===== src/rtl/moore_det_pkg.sv =====
// Shared constants and helpers for the Moore sequence detector.
// Also used by the optional inactivity timeout (MOORE_DET_TIMEOUT_EN).
package moore_det_pkg;

    localparam int DEF_SYM_W   = 2;
    localparam int DEF_SEQ_LEN = 4;
    localparam int DEF_CNT_W   = 8;
    localparam int DEF_TIMEOUT = 16;

    localparam int ST_IDLE = 0;

    // State index needs to reach SEQ_LEN itself, hence SEQ_LEN+1 codes.
    function automatic int st_w_f(input int seq_len);
        return $clog2(seq_len + 1);
    endfunction

    function automatic int st_match_f(input int seq_len);
        return seq_len;
    endfunction

endpackage


===== src/rtl/moore_suffix_match.sv =====
// Combinational longest-suffix/prefix matcher: returns the largest j <= hlen such
// that the newest j history symbols equal pattern symbols 0..j-1.
module moore_suffix_match
    import moore_det_pkg::*;
#(
    parameter int SYM_W   = DEF_SYM_W,
    parameter int SEQ_LEN = DEF_SEQ_LEN,
    parameter int ST_W    = st_w_f(DEF_SEQ_LEN)
) (
    input  logic [SEQ_LEN*SYM_W-1:0] hist,
    input  logic [ST_W-1:0]          hlen,
    input  logic [SEQ_LEN*SYM_W-1:0] pattern,
    output logic [ST_W-1:0]          match_len
);

    logic            ok_s;
    logic [ST_W-1:0] best_s;

    // History slot SEQ_LEN-1 is the newest symbol; try every length, keep the longest hit.
    always_comb begin
        best_s = {ST_W{1'b0}};
        ok_s   = 1'b0;
        for (int j = 1; j <= SEQ_LEN; j++) begin
            ok_s = (ST_W'(j) <= hlen);
            for (int k = 0; k < j; k++) begin
                ok_s = ok_s & (hist[(SEQ_LEN-j+k)*SYM_W +: SYM_W] == pattern[k*SYM_W +: SYM_W]);
            end
            best_s = ok_s ? ST_W'(j) : best_s;
        end
    end

    assign match_len = best_s;

endmodule


===== src/rtl/moore_seq_detector.sv =====
// Programmable Moore sequence detector with overlap mode, clear and saturating match counter.
// Optional inactivity timeout enabled by defining MOORE_DET_TIMEOUT_EN.
module moore_seq_detector
    import moore_det_pkg::*;
#(
    parameter int SYM_W   = DEF_SYM_W,
    parameter int SEQ_LEN = DEF_SEQ_LEN,
    parameter int CNT_W   = DEF_CNT_W
`ifdef MOORE_DET_TIMEOUT_EN
    ,
    parameter int TIMEOUT = DEF_TIMEOUT
`else
`endif
) (
    input  logic                          clk,
    input  logic                          reset,
    input  logic                          in_valid,
    input  logic [SYM_W-1:0]              Inp,
    input  logic [SEQ_LEN*SYM_W-1:0]      pattern,
    input  logic                          overlap_en,
    input  logic                          clear,
    output logic [st_w_f(SEQ_LEN)-1:0]    Out_state,
    output logic                          y,
    output logic [CNT_W-1:0]              match_cnt
);

    localparam int              ST_W    = st_w_f(SEQ_LEN);
    localparam int              HIST_W  = SEQ_LEN * SYM_W;
    localparam logic [ST_W-1:0] ST_ZERO = ST_W'(ST_IDLE);
    localparam logic [ST_W-1:0] ST_FULL = ST_W'(st_match_f(SEQ_LEN));
    localparam logic [CNT_W-1:0] CNT_MAX = {CNT_W{1'b1}};

    logic [ST_W-1:0]   state_r;
    logic              y_r;
    logic [CNT_W-1:0]  cnt_r;
    logic [HIST_W-1:0] hist_r;
    logic [ST_W-1:0]   hlen_r;

    logic              restart_s;
    logic [ST_W-1:0]   base_hlen_s;
    logic [HIST_W-1:0] app_hist_s;
    logic [ST_W-1:0]   app_hlen_s;
    logic [ST_W-1:0]   nxt_state_s;
    logic              tmo_fire_s;

    // Without overlap a completed match empties the history before the next append.
    assign restart_s   = ~overlap_en & (state_r == ST_FULL);
    assign base_hlen_s = restart_s ? ST_ZERO : hlen_r;
    assign app_hist_s  = {Inp, hist_r[HIST_W-1:SYM_W]};
    assign app_hlen_s  = (base_hlen_s == ST_FULL) ? ST_FULL : base_hlen_s + ST_W'(1);

    moore_suffix_match #(
        .SYM_W   (SYM_W),
        .SEQ_LEN (SEQ_LEN),
        .ST_W    (ST_W)
    ) u_match (
        .hist      (app_hist_s),
        .hlen      (app_hlen_s),
        .pattern   (pattern),
        .match_len (nxt_state_s)
    );

`ifdef MOORE_DET_TIMEOUT_EN
    localparam int TMO_W = $clog2(TIMEOUT + 1);
    logic [TMO_W-1:0] tmo_r;

    assign tmo_fire_s = ~in_valid & (state_r != ST_ZERO) & (tmo_r == TMO_W'(TIMEOUT - 1));

    // Counts consecutive idle cycles spent away from S0.
    always_ff @(posedge clk or negedge reset) begin
        if (!reset) begin
            tmo_r <= {TMO_W{1'b0}};
        end else if (clear || in_valid || (state_r == ST_ZERO) || tmo_fire_s) begin
            tmo_r <= {TMO_W{1'b0}};
        end else begin
            tmo_r <= tmo_r + TMO_W'(1);
        end
    end
`else
    assign tmo_fire_s = 1'b0;
`endif

    // State, history and counter registers; clear outranks a same-cycle symbol.
    always_ff @(posedge clk or negedge reset) begin
        if (!reset) begin
            state_r <= ST_ZERO;
            y_r     <= 1'b0;
            cnt_r   <= {CNT_W{1'b0}};
            hist_r  <= {HIST_W{1'b0}};
            hlen_r  <= ST_ZERO;
        end else if (clear || tmo_fire_s) begin
            state_r <= ST_ZERO;
            y_r     <= 1'b0;
            hist_r  <= {HIST_W{1'b0}};
            hlen_r  <= ST_ZERO;
        end else if (in_valid) begin
            state_r <= nxt_state_s;
            y_r     <= (nxt_state_s == ST_FULL);
            hist_r  <= app_hist_s;
            hlen_r  <= app_hlen_s;
            if ((nxt_state_s == ST_FULL) && (cnt_r != CNT_MAX)) begin
                cnt_r <= cnt_r + CNT_W'(1);
            end
        end
    end

    assign Out_state = state_r;
    assign y         = y_r;
    assign match_cnt = cnt_r;

endmodule


===== config.mk =====
export PLATFORM = sky130hd
export DESIGN_NAME = moore_seq_detector
export DESIGN_NICKNAME = d
export VERILOG_FILES = /design/src/rtl/moore_det_pkg.sv /design/src/rtl/moore_suffix_match.sv /design/src/rtl/moore_seq_detector.sv
export SDC_FILE = /design/constraint.sdc
export NUM_CORES = 1
export LEC_CHECK = 0
export ABC_AREA = 1
export BUFFER_PORTS_ARGS = -buffer_cell sky130_fd_sc_hd__buf_2
export CORE_UTILIZATION = 59
export CTS_CLUSTER_DIAMETER = 200
export DETAILED_ROUTE_END_ITERATION = 6
export GPL_TIMING_DRIVEN = 0
export PLACE_DENSITY = 0.82
export SKIP_CTS_REPAIR_TIMING = 1
export SLEW_MARGIN = 40
export SYNTH_ARGS = -nofsm -noshare
export SYNTH_HDL_FRONTEND = slang
export SYNTH_SLANG_ARGS = --single-unit

===== constraint.sdc =====
create_clock -name clk -period 3.2 [get_ports clk]
set_clock_uncertainty 0.1 [all_clocks]
set_input_delay 0.32 -clock clk [delete_from_list [all_inputs] [get_ports clk]]
set_output_delay 0.32 -clock clk [all_outputs]
set_load 0.02 [all_outputs]

==> results.md <==
* Cell taking the most area after synthesis: dfrtp_1
* R2R cell count at 15
* DP HPWL at 2538 µm
* Setup Viol. Count Final at 0
* Mapped Nets at 243
* Post-synth top cells: 74 x nand2_1, 29 x inv_1, 22 x nor2_1
* Synth top area share at 34.94%
* Layout Nets at 274
* Root buffer cell: clkbuf_4
* Worst path slowest cell: dfrtp_1
* Synth top area cells: dfrtp_1 35%, nand2_1 18%, inv_1 7.2%
* # diodes at 0
* CTS H-tree lvls at 1
* CP Data Required Time at 3330 ps
* Post-synth EDFFs at 0
* Kind of end point of the critical path: flip-flop
* Routability cong. at 0.8881
* Setup_tns at 0 ps
* Hold Startpoint: in_valid
* Final Hold Fails at 0
* Status: complete, no violations
* Slew HR at 66.25%
* Die Y at 52.49 µm
* Worst setup SP type: flip-flop
* WL/cell at 11.62 µm
* Synth warn at 0
* FF-to-FF setup slack at 970 ps
* Filler cells at 206
* WS Path Type: reg -> reg
* Power Dens Cells at 307.5 mW/mm²
* Post-synthesis sequential area ratio at 34.94%
* Vias in the first global route at 1,315
* Max Slew Vio Count at 0
* Async SR Flop Fraction at 100.0%
* Area Overhead vs Synth at 13.14%
* Largest net degree at the start of global routing at 22
* Cells along the critical path: nor2_1 -> nand2_1 -> nand2_1 -> inv_1 -> ha_1 -> inv_1 -> nor2_1 -> inv_1 -> nand3_1 -> nand2_1 -> nand3_1 -> nor2_2 -> nand3_1 -> nand2_1 -> nand2_1
* Worst Path Buf+Inv at 3
* Die width at 52.49 µm
* Worst skew pair latency at 320 ps
* Starting DRT DRC Count at 35
* Grt ovf at 0
* Crit-path leading delay family: simple AND/OR/NAND/NOR gates
* R2r endpoint: match_cnt[6]$_DFFE_PN0P_
* Crit path DAT at 2360 ps
* Area of the core at 0.002297 mm²
* Initial antenna violation count at 0
* Cell repeated most along the worst path: nand2_1
* Setup ws final at 969.4 ps
* IO Pins at 27
* Worst IR Drop VDD at 0.3026 mV
* Gate Count Post-Synth at 224
* RSZ-0062 raised after global routing: no
* Wire length of the first global-routing pass at 5402 µm
* GRT Total Usage at 27.00%
* # Max-Cap Violations at 0
* CTS tree: yes
* Worst r2r src: Out_state[1]$_DFFE_PN0P_
* First-pass detailed-route iteration total at 4
* Via-to-Cell Ratio at 5.234
* Fin crit share at 69.71%
* Avg Inst Size Synth at 6.714 µm²
* Via count at 1,476
* Die ar. at 0.002755 mm²
* DRC at 0
* ANT nets after route at 0
* Synthesized cell area at 0.001504 mm²
* Fin Hold WS at 204.5 ps
* Yosys reg bits at 21
* Library cells used by synthesis at 21
* Hold path cells at 4
* Row count at 17
* Top FF cell, synth: dfrtp_1
* Crit path largest cell delay at 420 ps
* Most common cell in the synthesized netlist: nand2_1
* Register clock-pin slew on the reported worst setup and hold paths at 130 ps
* Initial Utilization at 65.47%
* Share of layout cells above drive strength 1 at 19.69%
* Final Critical Period at 2231 ps
* Worst-path fanout max at 6
* TritonCTS buffer count at 3
* Final core occ at 74.07%
* Port bufs at 25
* Clock tree sinks at 21
* Highest clock rate at 0.4483 GHz
* Slew at the pin closest to its max-slew limit at 506.3 ps
* WL final at 3277 µm
* Worst min path class: in -> reg
* Leak pwr at 0.9585 nW
* Hold EP: y$_DFFE_PN0P_
* Clk buf depth at 2
* Dpl ws at 970.5 ps
## metrics by stage
stage	std cells	power, mW	cell area, µm²
2_1_floorplan	224	0.3502	1504
3_3_place_gp	277	0.3830	1664
3_5_place_dp	277	0.3850	1664
4_1_cts	281	0.5198	1692
5_1_grt	282	0.5510	1702
6_report	282	0.5233	1702
## state kept, by name, summed over array words and instances (netlist names)
register,count
y,1
hist_r,6
match_cnt,8
Out_state,3
hlen_r,3
## power breakdown
group	switching (mW)	internal, mW
combinational	0.0689	0.0375
clock	0.0949	0.0469
sequential	0.00385	0.271
total	0.168	0.356
## worst max-delay path by stage
stage,endpoint,startpoint,depth (start not counted)
finish,match_cnt[6]$_DFFE_PN0P_,Out_state[1]$_DFFE_PN0P_,15
global route,match_cnt[3]$_DFFE_PN0P_,Out_state[1]$_DFFE_PN0P_,14
CTS,match_cnt[4]$_DFFE_PN0P_,Out_state[1]$_DFFE_PN0P_,15
detailed placement,match_cnt[6]$_DFFE_PN0P_,overlap_en,16
global placement,match_cnt[6]$_DFFE_PN0P_,overlap_en,16
floorplan,match_cnt[6]$_DFFE_PN0P_,Out_state[1]$_DFFE_PN0P_,15
## cells in the final DEF (no fill, tap or decap)
cell type	Yosys	final
o21ai_0	2	2
dfrtp_1	21	21
clkbuf_1	1	1
nor3_1	2	2
inv_2	8	8
nand2_2	3	3
nand4_1	11	11
o22ai_1	9	9
inv_1	29	29
xnor2_1	5	5
nand2_1	74	74
nor2_1	22	22
clkinv_2	0	1
nand3b_1	1	1
xor2_1	7	7
nand3_2	1	1
buf_2	2	27
a21oi_1	2	2
dlygate4sd3_1	0	1
nor2_2	5	5
nor2_4	2	2
clkbuf_4	0	3
ha_1	4	4
nand3_1	13	13
## cell families after synthesis
| kind of cell | count (synthesis) | synth area share, % |
|---|---|---|
| AND/OR/NAND/NOR | 134 | 39.52 |
| adder cells (fa/ha/maj) | 4 | 3.328 |
| flip-flops | 21 | 34.94 |
| AO/OA/AOI/OAI | 13 | 5.075 |
| buffers and inverters | 40 | 10.15 |
| XOR/XNOR | 12 | 6.988 |
## final cells by class
cell class / instances / area (µm²) / share of cell area [%]
inverter: 37 / 138.9 / 8.162
tap: 28 / 35.03 / 2.059
multi-input combinational: 163 / 825.8 / 48.53
sequential: 21 / 525.5 / 30.88
clock inverter: 1 / 5.005 / 0.2941
clock buffer: 3 / 22.52 / 1.324
buffer: 3 / 13.76 / 0.8088
timing repair buffer: 26 / 135.1 / 7.941
## layer usage
metal	share of wire [%]	global-route usage, %
met5	0	0
met4	2.0	10.96
met3	2.7	3.768
met2	48	46.41
met1	47	33.51
## worst register-to-register path, cell delays in order, from the launching register on
cell and delay, ps:
dfrtp_1 420, nor2_1 110, nand2_1 150, nand2_1 160, inv_1 80, ha_1 200, inv_1 70, nor2_1 50
inv_1 70, nand3_1 100, nand2_1 170, nand3_1 110, nor2_2 160, nand3_1 90, nand2_1 70, nand2_1 50
No activity file was read; power rests on OpenSTA's default activity.
